===== src/rtl/adc_align_pkg.sv =====
// Shared types and helpers for the ADC lane alignment controller.
// Rotation helpers operate on the 6-bit deserializer word.
package adc_align_pkg;

    typedef enum logic [3:0] {
        StIdle,
        StCal,
        StDrst,
        StScanWait,
        StScanChk,
        StStep,
        StSetRst,
        StSetInc,
        StSlipWait,
        StSlipChk,
        StSlip,
        StFin
    } state_e;

    function automatic logic [5:0] rotl6(input logic [5:0] word, input logic [2:0] n);
        logic [11:0] dbl;
        dbl = {word, word} << n;
        return dbl[11:6];
    endfunction

    function automatic logic is_rotation(input logic [5:0] word, input logic [5:0] pat);
        logic hit;
        hit = 1'b0;
        for (int i = 0; i < 6; i++) begin
            if (word == rotl6(pat, 3'(i))) begin
                hit = 1'b1;
            end
        end
        return hit;
    endfunction

endpackage


===== src/rtl/adc_align_cmp.sv =====
// Registers the deserializer word once and flags exact / any-rotation matches
// against the training pattern.
module adc_align_cmp
    import adc_align_pkg::*;
#(
    parameter logic [5:0] PATTERN = 6'b111000
) (
    input  logic       clk,
    input  logic       rst_n,
    input  logic [5:0] din,
    output logic       match_exact,
    output logic       match_rot
);

    logic [5:0] din_q;

    always_ff @(posedge clk or negedge rst_n) begin
        if (!rst_n) begin
            din_q <= '0;
        end else begin
            din_q <= din;
        end
    end

    assign match_exact = (din_q == PATTERN);
    assign match_rot   = is_rotation(din_q, PATTERN);

endmodule


===== src/rtl/adc_lane_align.sv =====
// Per-lane link training: scan IODELAY taps for the widest eye, centre the delay,
// then bitslip until the word is frame-aligned.
module adc_lane_align
    import adc_align_pkg::*;
#(
    parameter logic [5:0]  PATTERN  = 6'b111000,
    parameter int unsigned TAPS     = 64,
    parameter int unsigned NCHECK   = 64,
    parameter int unsigned SETTLE   = 8,
    parameter int unsigned CAL_WAIT = 32,
    parameter int unsigned NSLIP    = 6
) (
    input  logic       clk,
    input  logic       rst_n,
    input  logic       start,
    input  logic [5:0] din,
    output logic       bs,
    output logic       del_ce,
    output logic       del_rst,
    output logic       del_cal,
    output logic       busy,
    output logic       done,
    output logic       err,
    output logic [7:0] tap
);

    localparam int unsigned WaitMax = (CAL_WAIT > SETTLE) ? CAL_WAIT : SETTLE;
    localparam int unsigned WaitW   = $clog2(WaitMax + 1);
    localparam int unsigned CheckW  = $clog2(NCHECK + 1);
    localparam int unsigned SlipW   = $clog2(NSLIP + 1);

    state_e            state_q, state_d;
    logic [WaitW-1:0]  wait_q, wait_d;
    logic [CheckW-1:0] chk_q, chk_d;
    logic [SlipW-1:0]  slip_q, slip_d;
    logic [8:0]        tap_cur_q, tap_cur_d;
    logic [8:0]        run_start_q, run_start_d, run_len_q, run_len_d;
    logic [8:0]        best_start_q, best_start_d, best_len_q, best_len_d;
    logic [8:0]        target_q, target_d, inc_q, inc_d;
    logic              bs_q, bs_d, del_ce_q, del_ce_d, del_rst_q, del_rst_d;
    logic              del_cal_q, del_cal_d, busy_q, busy_d, done_q, done_d, err_q, err_d;
    logic [7:0]        tap_q, tap_d;
    logic              match_exact, match_rot;

    adc_align_cmp #(
        .PATTERN(PATTERN)
    ) u_cmp (
        .clk        (clk),
        .rst_n      (rst_n),
        .din        (din),
        .match_exact(match_exact),
        .match_rot  (match_rot)
    );

    always_comb begin
        state_d      = state_q;
        wait_d       = wait_q;
        chk_d        = chk_q;
        slip_d       = slip_q;
        tap_cur_d    = tap_cur_q;
        run_start_d  = run_start_q;
        run_len_d    = run_len_q;
        best_start_d = best_start_q;
        best_len_d   = best_len_q;
        target_d     = target_q;
        inc_d        = inc_q;
        bs_d         = 1'b0;
        del_ce_d     = 1'b0;
        del_rst_d    = 1'b0;
        del_cal_d    = 1'b0;
        busy_d       = busy_q;
        done_d       = done_q;
        err_d        = err_q;
        tap_d        = tap_q;

        // Strobes are registered: a strobe set here is visible in the next state's first cycle.
        unique case (state_q)
            StIdle: begin
                if (start) begin
                    done_d       = 1'b0;
                    err_d        = 1'b0;
                    tap_d        = '0;
                    busy_d       = 1'b1;
                    run_start_d  = '0;
                    run_len_d    = '0;
                    best_start_d = '0;
                    best_len_d   = '0;
                    slip_d       = '0;
                    del_cal_d    = 1'b1;
                    wait_d       = WaitW'(CAL_WAIT);
                    state_d      = StCal;
                end
            end
            StCal: begin
                if (wait_q != '0) begin
                    wait_d = wait_q - 1'b1;
                end else begin
                    del_rst_d = 1'b1;
                    state_d   = StDrst;
                end
            end
            StDrst: begin
                tap_cur_d = '0;
                wait_d    = WaitW'(SETTLE - 1);
                state_d   = StScanWait;
            end
            StScanWait: begin
                if (wait_q != '0) begin
                    wait_d = wait_q - 1'b1;
                end else begin
                    chk_d   = '0;
                    state_d = StScanChk;
                end
            end
            StScanChk: begin
                if (!match_rot) begin
                    if (run_len_q > best_len_q) begin
                        best_start_d = run_start_q;
                        best_len_d   = run_len_q;
                    end
                    run_len_d = '0;
                    state_d   = StStep;
                end else if (chk_q == CheckW'(NCHECK - 1)) begin
                    if (run_len_q == '0) begin
                        run_start_d = tap_cur_q;
                    end
                    run_len_d = run_len_q + 9'd1;
                    state_d   = StStep;
                end else begin
                    chk_d = chk_q + 1'b1;
                end
            end
            StStep: begin
                if (tap_cur_q < 9'(TAPS - 1)) begin
                    del_ce_d  = 1'b1;
                    tap_cur_d = tap_cur_q + 9'd1;
                    wait_d    = WaitW'(SETTLE);
                    state_d   = StScanWait;
                end else begin
                    // An eye touching the last tap is still open; close it here.
                    if (run_len_q > best_len_q) begin
                        best_start_d = run_start_q;
                        best_len_d   = run_len_q;
                    end
                    run_len_d = '0;
                    state_d   = StSetRst;
                end
            end
            StSetRst: begin
                if (best_len_q == '0) begin
                    err_d   = 1'b1;
                    state_d = StFin;
                end else begin
                    del_rst_d = 1'b1;
                    target_d  = best_start_q + (best_len_q >> 1);
                    inc_d     = '0;
                    wait_d    = WaitW'(SETTLE);
                    state_d   = StSetInc;
                end
            end
            StSetInc: begin
                if (wait_q != '0) begin
                    wait_d = wait_q - 1'b1;
                end else if (inc_q != target_q) begin
                    del_ce_d = 1'b1;
                    inc_d    = inc_q + 9'd1;
                    wait_d   = WaitW'(SETTLE);
                end else begin
                    tap_d   = target_q[7:0];
                    wait_d  = WaitW'(SETTLE);
                    state_d = StSlipWait;
                end
            end
            StSlipWait: begin
                if (wait_q != '0) begin
                    wait_d = wait_q - 1'b1;
                end else begin
                    chk_d   = '0;
                    state_d = StSlipChk;
                end
            end
            StSlipChk: begin
                if (!match_exact) begin
                    if (slip_q < SlipW'(NSLIP)) begin
                        bs_d    = 1'b1;
                        slip_d  = slip_q + 1'b1;
                        state_d = StSlip;
                    end else begin
                        err_d   = 1'b1;
                        tap_d   = '0;
                        state_d = StFin;
                    end
                end else if (chk_q == CheckW'(NCHECK - 1)) begin
                    state_d = StFin;
                end else begin
                    chk_d = chk_q + 1'b1;
                end
            end
            StSlip: begin
                wait_d  = WaitW'(SETTLE - 1);
                state_d = StSlipWait;
            end
            StFin: begin
                done_d  = 1'b1;
                busy_d  = 1'b0;
                state_d = StIdle;
            end
            default: state_d = StIdle;
        endcase
    end

    always_ff @(posedge clk or negedge rst_n) begin
        if (!rst_n) begin
            state_q      <= StIdle;
            wait_q       <= '0;
            chk_q        <= '0;
            slip_q       <= '0;
            tap_cur_q    <= '0;
            run_start_q  <= '0;
            run_len_q    <= '0;
            best_start_q <= '0;
            best_len_q   <= '0;
            target_q     <= '0;
            inc_q        <= '0;
            bs_q         <= 1'b0;
            del_ce_q     <= 1'b0;
            del_rst_q    <= 1'b0;
            del_cal_q    <= 1'b0;
            busy_q       <= 1'b0;
            done_q       <= 1'b0;
            err_q        <= 1'b0;
            tap_q        <= '0;
        end else begin
            state_q      <= state_d;
            wait_q       <= wait_d;
            chk_q        <= chk_d;
            slip_q       <= slip_d;
            tap_cur_q    <= tap_cur_d;
            run_start_q  <= run_start_d;
            run_len_q    <= run_len_d;
            best_start_q <= best_start_d;
            best_len_q   <= best_len_d;
            target_q     <= target_d;
            inc_q        <= inc_d;
            bs_q         <= bs_d;
            del_ce_q     <= del_ce_d;
            del_rst_q    <= del_rst_d;
            del_cal_q    <= del_cal_d;
            busy_q       <= busy_d;
            done_q       <= done_d;
            err_q        <= err_d;
            tap_q        <= tap_d;
        end
    end

    assign bs      = bs_q;
    assign del_ce  = del_ce_q;
    assign del_rst = del_rst_q;
    assign del_cal = del_cal_q;
    assign busy    = busy_q;
    assign done    = done_q;
    assign err     = err_q;
    assign tap     = tap_q;

endmodule


===== config.mk =====
export PLATFORM = sky130hd
export DESIGN_NAME = adc_lane_align
export DESIGN_NICKNAME = d
export VERILOG_FILES = /design/src/rtl/adc_align_pkg.sv /design/src/rtl/adc_align_cmp.sv /design/src/rtl/adc_lane_align.sv
export SDC_FILE = /design/constraint.sdc
export NUM_CORES = 1
export LEC_CHECK = 0
export BUFFER_PORTS_ARGS = -buffer_cell sky130_fd_sc_hd__buf_2
export CAP_MARGIN = 20
export CORE_UTILIZATION = 40
export CTS_BUF_LIST = sky130_fd_sc_hd__clkbuf_2
export CTS_CLUSTER_SIZE = 25
export DETAILED_ROUTE_END_ITERATION = 7
export REMOVE_ABC_BUFFERS = 1
export SLEW_MARGIN = 10
export SYNTH_ARGS = -nofsm -noshare
export SYNTH_HDL_FRONTEND = slang
export SYNTH_SLANG_ARGS = --single-unit

===== constraint.sdc =====
create_clock -name clk -period 4.5 [get_ports clk]
set_input_delay 0.675 -clock clk [delete_from_list [all_inputs] [get_ports clk]]
set_output_delay 0.675 -clock clk [all_outputs]
set_load 0.02 [all_outputs]

# After elaboration in Yosys (flattened, before gate mapping)
# Cells that the tools add are included.
dict set report totals {
  register_bits 104
  out_inout_bits 15
}
dict set report op_classes {
  magnitude_cmp 3
  n_reduce_logical 30
  mux 84
  n_bitwise 1
  n_eq_ne 42
  addsub 7
}
# operator n
set ops {}
lappend ops {{$mux 9} 17}
lappend ops {{$pmux 9 s3} 3}
lappend ops {{$pmux 9 s2} 3}
lappend ops {{$mux 4} 11}
lappend ops {{$pmux 4 s11} 1}
lappend ops {{$mux 8} 5}
lappend ops {{$ne 2x2->1 const B} 20}
lappend ops {{$pmux 6 s6} 1}
lappend ops {{$mux 6} 5}
lappend ops {{$mux 7} 4}
lappend ops {{$add 9x1->9 const B} 3}
lappend ops {{$pmux 8 s3} 1}
lappend ops {{$mux 1} 22}
lappend ops {{$pmux 7 s3} 1}
lappend ops {{$reduce_and 4->1} 5}
lappend ops {{$eq 6x6->1 const B} 3}
lappend ops {{$logic_not 9->1} 2}
lappend ops {{$eq 4x3->1 const B} 4}
lappend ops {{$eq 4x4->1 const B} 4}
lappend ops {{$reduce_and 5->1} 3}
lappend ops {{$mux 3} 4}
lappend ops {{$reduce_bool 3->1} 4}
lappend ops {{$reduce_bool 6->1} 2}
lappend ops {{$reduce_bool 2->1} 5}
lappend ops {{other kinds (26)} 34}

# Longest topological paths before layout
# Gate-level depths: netlist of the first run.
dict set report depth {
  ltp_word 9
  depth_mapped 10
  depth_no_buf 9
}

# Cells and area by module
# From an unflattened synthesis of the first run, not the netlist that was laid out.
dict set report hier_totals {
  hier_cells 627
  area_unflattened_um2 6028.3
}
# module cells_per_inst instances area_per_inst_um2
set by_module_without_submodules {}
lappend by_module_without_submodules {adc_lane_align 611 1 5790.6}
lappend by_module_without_submodules {adc_align_cmp 16 1 237.7}

# Worst setup path after synthesis of the first run
# OpenSTA, ideal clock, no wires.
dict set report synth_path {
  path_type {register to register}
  from {reg wait_q[0]}
  to {reg inc_q[5]}
  required_time_ns 4.418
  stages_incl_launch_ff 11
  setup_ns 0.082
  setup_slack_ns 1.939
  path_buffers 2
  period_less_slack_ns 2.561
  t_arrival_ns 2.479
  cell_sequence {dfrtp_1 -> inv_1 -> ha_1 -> or3b_4 -> or3_1 -> buf_2 -> a21o_1 -> a21o_1 -> buf_6 -> or4_1 -> a21oi_1}
}
dict set report synth_between {
  elab_chain_cells 3
}
# item line
set synth_rtl {}
lappend synth_rtl {{start, declared} adc_lane_align.sv:33} ;# logic [WaitW-1:0] wait_q, wait_d;
lappend synth_rtl {{start signal, assigned} adc_lane_align.sv:235} ;# wait_q <= wait_d;
lappend synth_rtl {{$reduce_bool 6->1} adc_lane_align.sv:162} ;# if (wait_q != '0) begin
lappend synth_rtl {{$ne 2x2->1 (no line)} --}
lappend synth_rtl {{$reduce_and 4->1 (no line)} --}
lappend synth_rtl {{end signal, assigned} adc_lane_align.sv:244} ;# inc_q <= inc_d;
lappend synth_rtl {{end, declared} adc_lane_align.sv:39} ;# logic [8:0] target_q, target_d, inc_q, inc_d;
# Every way passes these cells.
# A chain may end at the register's enable or synchronous reset.

# Worst setup path in the final report of the first run
dict set report layout_path {
  from {reg state_q[1]}
  to {reg best_len_q[0]}
}
dict set report layout_between {
  elab_chain_cells 3
}
# item line
set layout_rtl {}
lappend layout_rtl {{start, declared} adc_lane_align.sv:32} ;# state_e state_q, state_d;
lappend layout_rtl {{start signal, assigned} adc_lane_align.sv:214} ;# state_q <= StIdle;
lappend layout_rtl {{start signal, assigned} adc_lane_align.sv:234} ;# state_q <= state_d;
lappend layout_rtl {{$eq 4x3->1 / $logic_not 4->1 (equally long branches)} adc_lane_align.sv:77} ;# unique case (state_q)
lappend layout_rtl {{$ne 2x2->1 (no line) / $reduce_bool 3->1 (equally long branches)} --}
lappend layout_rtl {{$reduce_and 4->1 (no line)} --}
lappend layout_rtl {{end signal, assigned} adc_lane_align.sv:242} ;# best_len_q <= best_len_d;
lappend layout_rtl {{end, declared} adc_lane_align.sv:38} ;# logic [8:0] best_start_q, best_start_d, best_len_q, best_len_d;
# Parallel ways exist; a longest one is shown, timed or not.

==> results of run 1 <==
==> placed cells by master, fill, tap and decap left out, types with 3 or more instances in the layout <==
cell / n
buf_2: 22
xor2_1: 6
o41ai_1: 8
buf_4: 8
nand4_1: 5
o22ai_1: 6
a21oi_1: 26
inv_1: 49
a21o_1: 4
nand2_1: 78
dfrtp_1: 104
clkbuf_2: 9
or4_1: 5
o21bai_1: 3
nand3_1: 18
nor4b_1: 4
xnor2_1: 18
nand2b_1: 6
nor4bb_1: 5
a211oi_1: 9
nor2_1: 44
or3_1: 5
nor3_1: 11
and2_1: 12
o31ai_1: 9
a31oi_1: 9
nor2b_1: 9
o21ai_0: 48
mux2i_1: 35
ha_1: 24
nor4_1: 3
o21a_1: 3
==> power by group <==
| part | internal, mW | switching, mW |
|---|---|---|
| logic | 0.424 | 0.607 |
| registers | 1.04 | 0.173 |
| clock network | 0.186 | 0.318 |
==> through the flow <==
step	util	hold slack (ns)	cells	setup slack [ns]	total power [mW]
finish	0.445	0.141	826	1.49	2.75
global route	0.445	0.0513	826	1.23	2.95
CTS	0.445	0.0954	825	1.49	2.77
detailed placement	0.435	0.480	809	1.56	2.25
global placement	0.435	0.479	809	1.66	2.22
floorplan	-	0.379	599	1.31	1.94
==> area by class of cell <==
class | count | share of cell area
Multi-Input combinational cell | 446 | 0.466
Sequential cell | 104 | 0.418
Tap cell | 180 | 0.0362
Inverter | 49 | 0.0295
Timing Repair Buffer | 30 | 0.0273
Clock inverter | 7 | 0.0153
Clock buffer | 9 | 0.00723
Antenna cell | 1 | 0.000402
==> registers in the layout (all words and copies together) (netlist names), 6 cells and up <==
register / cells
wait_q: 6
run_len_q: 9
best_start_q: 9
chk_q: 7
tap_cur_q: 9
run_start_q: 9
u_cmp.din_q: 6
inc_q: 9
tap: 8
best_len_q: 9
target_q: 9
==> final timing paths <==
kind                       startpoint        endpoint  slack, ns  depth (start not counted)
max in group asynchronous       rst_n        chk_q[5]       3.34                          2
max                        state_q[1]   best_len_q[0]       1.49                          7
min reg2reg                 slip_q[2]       slip_q[2]       0.51                          1
max reg2reg                state_q[1]   best_len_q[0]       1.49                          7
min in group clk               din[2]  u_cmp.din_q[2]       0.16                          1
min                             rst_n       wait_q[1]       0.14                          1
==> routing by layer <==
layer	GRT usage	share of wire	vias to the layer above
li1	-	-	2219
met1	0.266	0.50	2160
met2	0.301	0.46	61
met3	0.0449	0.036	5
met4	0.0389	0.0052	0
met5	0	0	-
==> worst max-delay path: stages, from the launching register on <==
cell	delay (ns)
dfrtp_1	0.67
nor2_1	0.41
o211a_1	0.23
a21oi_1	0.10
nor2_1	0.30
a21boi_2	0.52
buf_4	0.32
mux2_2	0.35
==> logic make-up (layout without fill, tap and decap cells) <==
kind of cell,count (synthesis),count (layout),synth area share
compound gates,142,142,0.156
xor+xnor,24,24,0.0364
fa+ha+maj,25,25,0.0554
buf+inv,70,95,0.0478
flops,104,104,0.450
mux,37,37,0.0645
other cells,0,1,0
simple gates,218,218,0.189
==> reports/results.tsv, run 1 <==
stage	metric	value	unit
run_status	status	finished, final reports clean	
timing	hold_viol_final	0	
die	die_w	122	microns
clock_network	htree_levels	3	
synth	ys_seq_elements	104	
layout	fillCellCount	1426	
timing	fin_crit	3.01	ns
power	p_per_area	441	nW/um^2
clock_network	worstSkewPairLatency	0.61	ns
clock_network	tritoncts	built	
synth	synth.largest_area_cell	dfrtp_1	
timing	tns	0	ns
layout	nets	674	
route	drt_iter0_drc	348	
grt	grt_usage	0.191	
synth	async_flop_share	1.00	
route	wire_per_inst	15.6	microns
route	routed_wl	12900	microns
route	via_per_inst	5.38	
die	ioPinCount	24	
timing	worstMarginPinSlew	0.999	ns
layout	area_growth	7.77	%
synth	yosys_most_used_dff	dfrtp_1	
synth	synth_cells	620	
clock_network	cts.sinks	104	
timing	fin_crit_sh	0.669	
timing	final-setup-viol-count	0	
route	postRouteAntennaNets	0	
placement	placed_area	6090	sq um
timing	grt_setup_unrepaired	no	
synth	syn_area	5780	sq um
die	core	14000	sq um
synth	synth_edf_count	0	
clock_network	numCtsBuffers	9	
synth	synth_most_common_cell	dfrtp_1	
run	maxCapViolCount	0	
grt	antenna_found_initial	1	
die	die_y	122	microns
worst_setup_path	required	5.02	ns
die	initial_core_util	0.413	
synth	synth_cell_types	57	
synth	ys_top_cells_by_count	104 x dfrtp_1, 78 x nand2_1, 49 x inv_1	
power	p_leak	2.71	nW
min_path	hold_path_class	in -> async	
layout	seqCellArea	2600	sq um
timing	slew_headroom	0.334	
worst_setup_path	end_kind	flip-flop	
power	ir_drop	0.000222	V
layout	drive_gt1_frac	0.0822	
clock_network	cts_resized	0	
route	vias	4445	
synth	synthTopCellsByArea	dfrtp_1 45%, mux2i_1 6.1%, ha_1 5.2%, nand2_1 5.1%, o21ai_0 4.2%	
worst_setup_path	worstPathArrival	3.53	ns
worst_setup_path	crit_type	reg -> reg	
clock_network	clk_pin_slew	0.29	ns
synth	ys_warn_count	0	
worst_setup_path	start_kind	flip-flop	
synth	seq_area_frac_synth	0.450	
route	first_pass_iters	5	
timing	max_freq	332	MHz
die	dieArea	14900	sq um
clock_network	post_cts_buffers	0	
clock_network	clk_path_buf_depth	2	
layout	multi_input_area	2900	sq um
timing	slew_violations	0	
grt	first_global_vias	4297	
grt	grt_overflow	0	
die	rows	43	
clock_network	hold_buffers	0	
clock_network	root_buffer	clkbuf_2	
layout	design_area	6230	sq um
placement	dp_hpwl	9670	microns
synth	syn_avg_cell_area	9.32	sq um
synth	yosysTopAreaCellShare	0.450	
placement	routabilityCongestion	0.911	
grt	grt_max_degree	78	
grt	grt_pass1_wl	22100	microns
timing	fin_worst_skew	0.0246	ns
route	drcViolationCount	0	
worst_setup_path	crit_path_max_fanout	22	
placement	place.port_buffers	23	
Power figures use the tool's default switching activity.
==> run 2, diff against run 1 <==
==> constraint.sdc (replaced) <==
create_clock -name clk -period 2.7 [get_ports clk]
set_input_delay 0.405 -clock clk [delete_from_list [all_inputs] [get_ports clk]]
set_output_delay 0.405 -clock clk [all_outputs]
set_load 0.02 [all_outputs]
==> run 2 against run 1 <==
- utilization increased by 1.8 points
- sequential share of layout area decreased by 1.6 points
- first-iteration DRC count decreased by 24%
- final area increased by 4.0%
- combinational power increased by 89%
- highest routed layer unchanged
- sequential power increased by 64%
- routed wire length increased by 2.3%
- maximum frequency increased by 15%
==> reports/results.tsv, run 2 (same netlist as run 1, synthesis figures left out) <==
stage	metric	value	unit
placement	place.port_buffers	23	
die	ioPinCount	24	
run	maxCapViolCount	0	
timing	slew_violations	0	
clock_network	worstSkewPairLatency	0.62	ns
die	core	14000	sq um
die	die_y	122	microns
timing	fin_crit_sh	0.972	
layout	drive_gt1_frac	0.120	
grt	grt_usage	0.193	
layout	final_common_cell	dfrtp_1	
placement	routabilityCongestion	0.870	
clock_network	root_buffer	clkbuf_2	
clock_network	clk_path_buf_depth	2	
die	die_w	122	microns
placement	dp_cells	832	
die	initial_core_util	0.413	
worst_setup_path	start_kind	flip-flop	
die	dieArea	14900	sq um
worst_setup_path	worstPathArrival	3.20	ns
placement	dp_hpwl	9840	microns
worst_setup_path	crit_path_max_fanout	12	
grt	antenna_found_initial	1	
power	p_leak	2.84	nW
layout	fillCellCount	1377	
clock_network	tritoncts	built	
route	drt_iter0_drc	265	
layout	nets	704	
clock_network	cts.sinks	104	
die	rows	43	
grt	grt_pass1_wl	22300	microns
timing	fin_crit	2.62	ns
clock_network	htree_levels	3	
route	routed_wl	13200	microns
run_status	status	finished, final reports clean	
min_path	hold_path_class	in -> reg	
worst_setup_path	crit_type	reg -> reg	
timing	worstMarginPinSlew	0.578	ns
route	drcViolationCount	0	
worst_setup_path	end_kind	flip-flop	
layout	final_cells	856	
power	p_per_area	722	nW/um^2
route	via_per_inst	5.47	
grt	first_global_vias	4508	
route	wire_per_inst	15.5	microns
grt	grt_max_degree	46	
timing	tns	0	ns
route	postRouteAntennaNets	0	
layout	area_growth	12.1	%
timing	fin_worst_skew	0.0161	ns
timing	max_freq	381	MHz
power	ir_drop	0.000421	V
timing	hold_viol_final	0	
worst_setup_path	required	3.28	ns
clock_network	clk_pin_slew	0.27	ns
layout	final_cell_mix	104 x dfrtp_1, 78 x nand2_1, 49 x inv_1, 48 x o21ai_0, 44 x nor2_1	
route	vias	4680	
route	first_pass_iters	5	
timing	final-setup-viol-count	0	
timing	slew_headroom	0.611	
clock_network	post_cts_buffers	0	
grt	grt_overflow	0	
clock_network	numCtsBuffers	9	
-- run 2: cell count changes in the layout (fill, tap and decap cells not counted), sizes merged --
cell,delta
buf,+23
bufinv,-1
clkbuf,+2
clkinv,-3
clkinvlp,+3
dlygate4sd3,+7
inv,-1
-- run 2: worst paths after layout --
kind	startpoint	endpoint	slack, ns	cells after the start
min	start	del_cal	0.12	2
max in group asynchronous	rst_n	target_q[1]	1.75	3
max	wait_q[0]	inc_q[8]	0.08	8
max reg2reg	wait_q[0]	inc_q[8]	0.08	8
min reg2reg	slip_q[2]	slip_q[2]	0.52	1
min in group asynchronous	rst_n	del_cal	0.26	2
-- run 2: power breakdown --
group,internal (mW),switching (mW),total (mW)
clock network,0.218,0.531,0.749
registers,1.73,0.248,1.98
logic,0.849,1.10,1.95
total,2.80,1.88,4.67
-- run 2: routing by layer --
metal | vias up | global-route usage | routed length (microns)
li1 | 2290 | - | -
met4 | 0 | 0.0572 | 206
met3 | 12 | 0.0543 | 650
met2 | 112 | 0.300 | 6120
met5 | - | 0 | 0
met1 | 2266 | 0.261 | 6250
-- run 2: what timing repair did --
action | CTS | global route
endpoints found under the hold margin | 45 | 0
resized for setup | 0 | 5
endpoints found under the setup margin | 0 | 6
hold buffers | 7 | 0
-- run 2: area by class of cell --
cell class / instances / area (sq um) / share of cell area
Sequential cell: 104 / 2600 / 0.402
Tap cell: 180 / 225 / 0.0348
Clock buffer: 11 / 55.1 / 0.00850
Multi-Input combinational cell: 446 / 2920 / 0.452
Antenna cell: 1 / 2.50 / 0.000386
Timing Repair Buffer: 60 / 425 / 0.0657
Inverter: 49 / 184 / 0.0284
Clock inverter: 5 / 57.6 / 0.00889
-- run 2: critical path, cell delays in order (launching register included) --
cell     delay, ns
dfrtp_1       0.46
inv_1         0.09
ha_2          0.20
or3b_4        0.41
or3_4         0.35
a21o_1        0.18
a21o_4        0.23
or4_1         0.50
a21oi_1       0.16
-- run 2: per-stage QoR --
| step | hold WS, ns | setup WS (ns) | power, mW | cell area, sq um | util |
|---|---|---|---|---|---|
| 3_5_place_dp | 0.437 | 0.0900 | 3.90 | 6270 | 0.448 |
| 3_3_place_gp | 0.431 | 0.174 | 3.86 | 6270 | 0.448 |
| 5_1_grt | 0.0456 | -0.00747 | 5.00 | 6480 | 0.463 |
| 4_1_cts | 0.0750 | 0.0283 | 4.68 | 6450 | 0.461 |
| 6_report | 0.117 | 0.0758 | 4.67 | 6480 | 0.463 |
| 2_1_floorplan | 0.109 | -0.486 | 3.24 | 5690 | - |
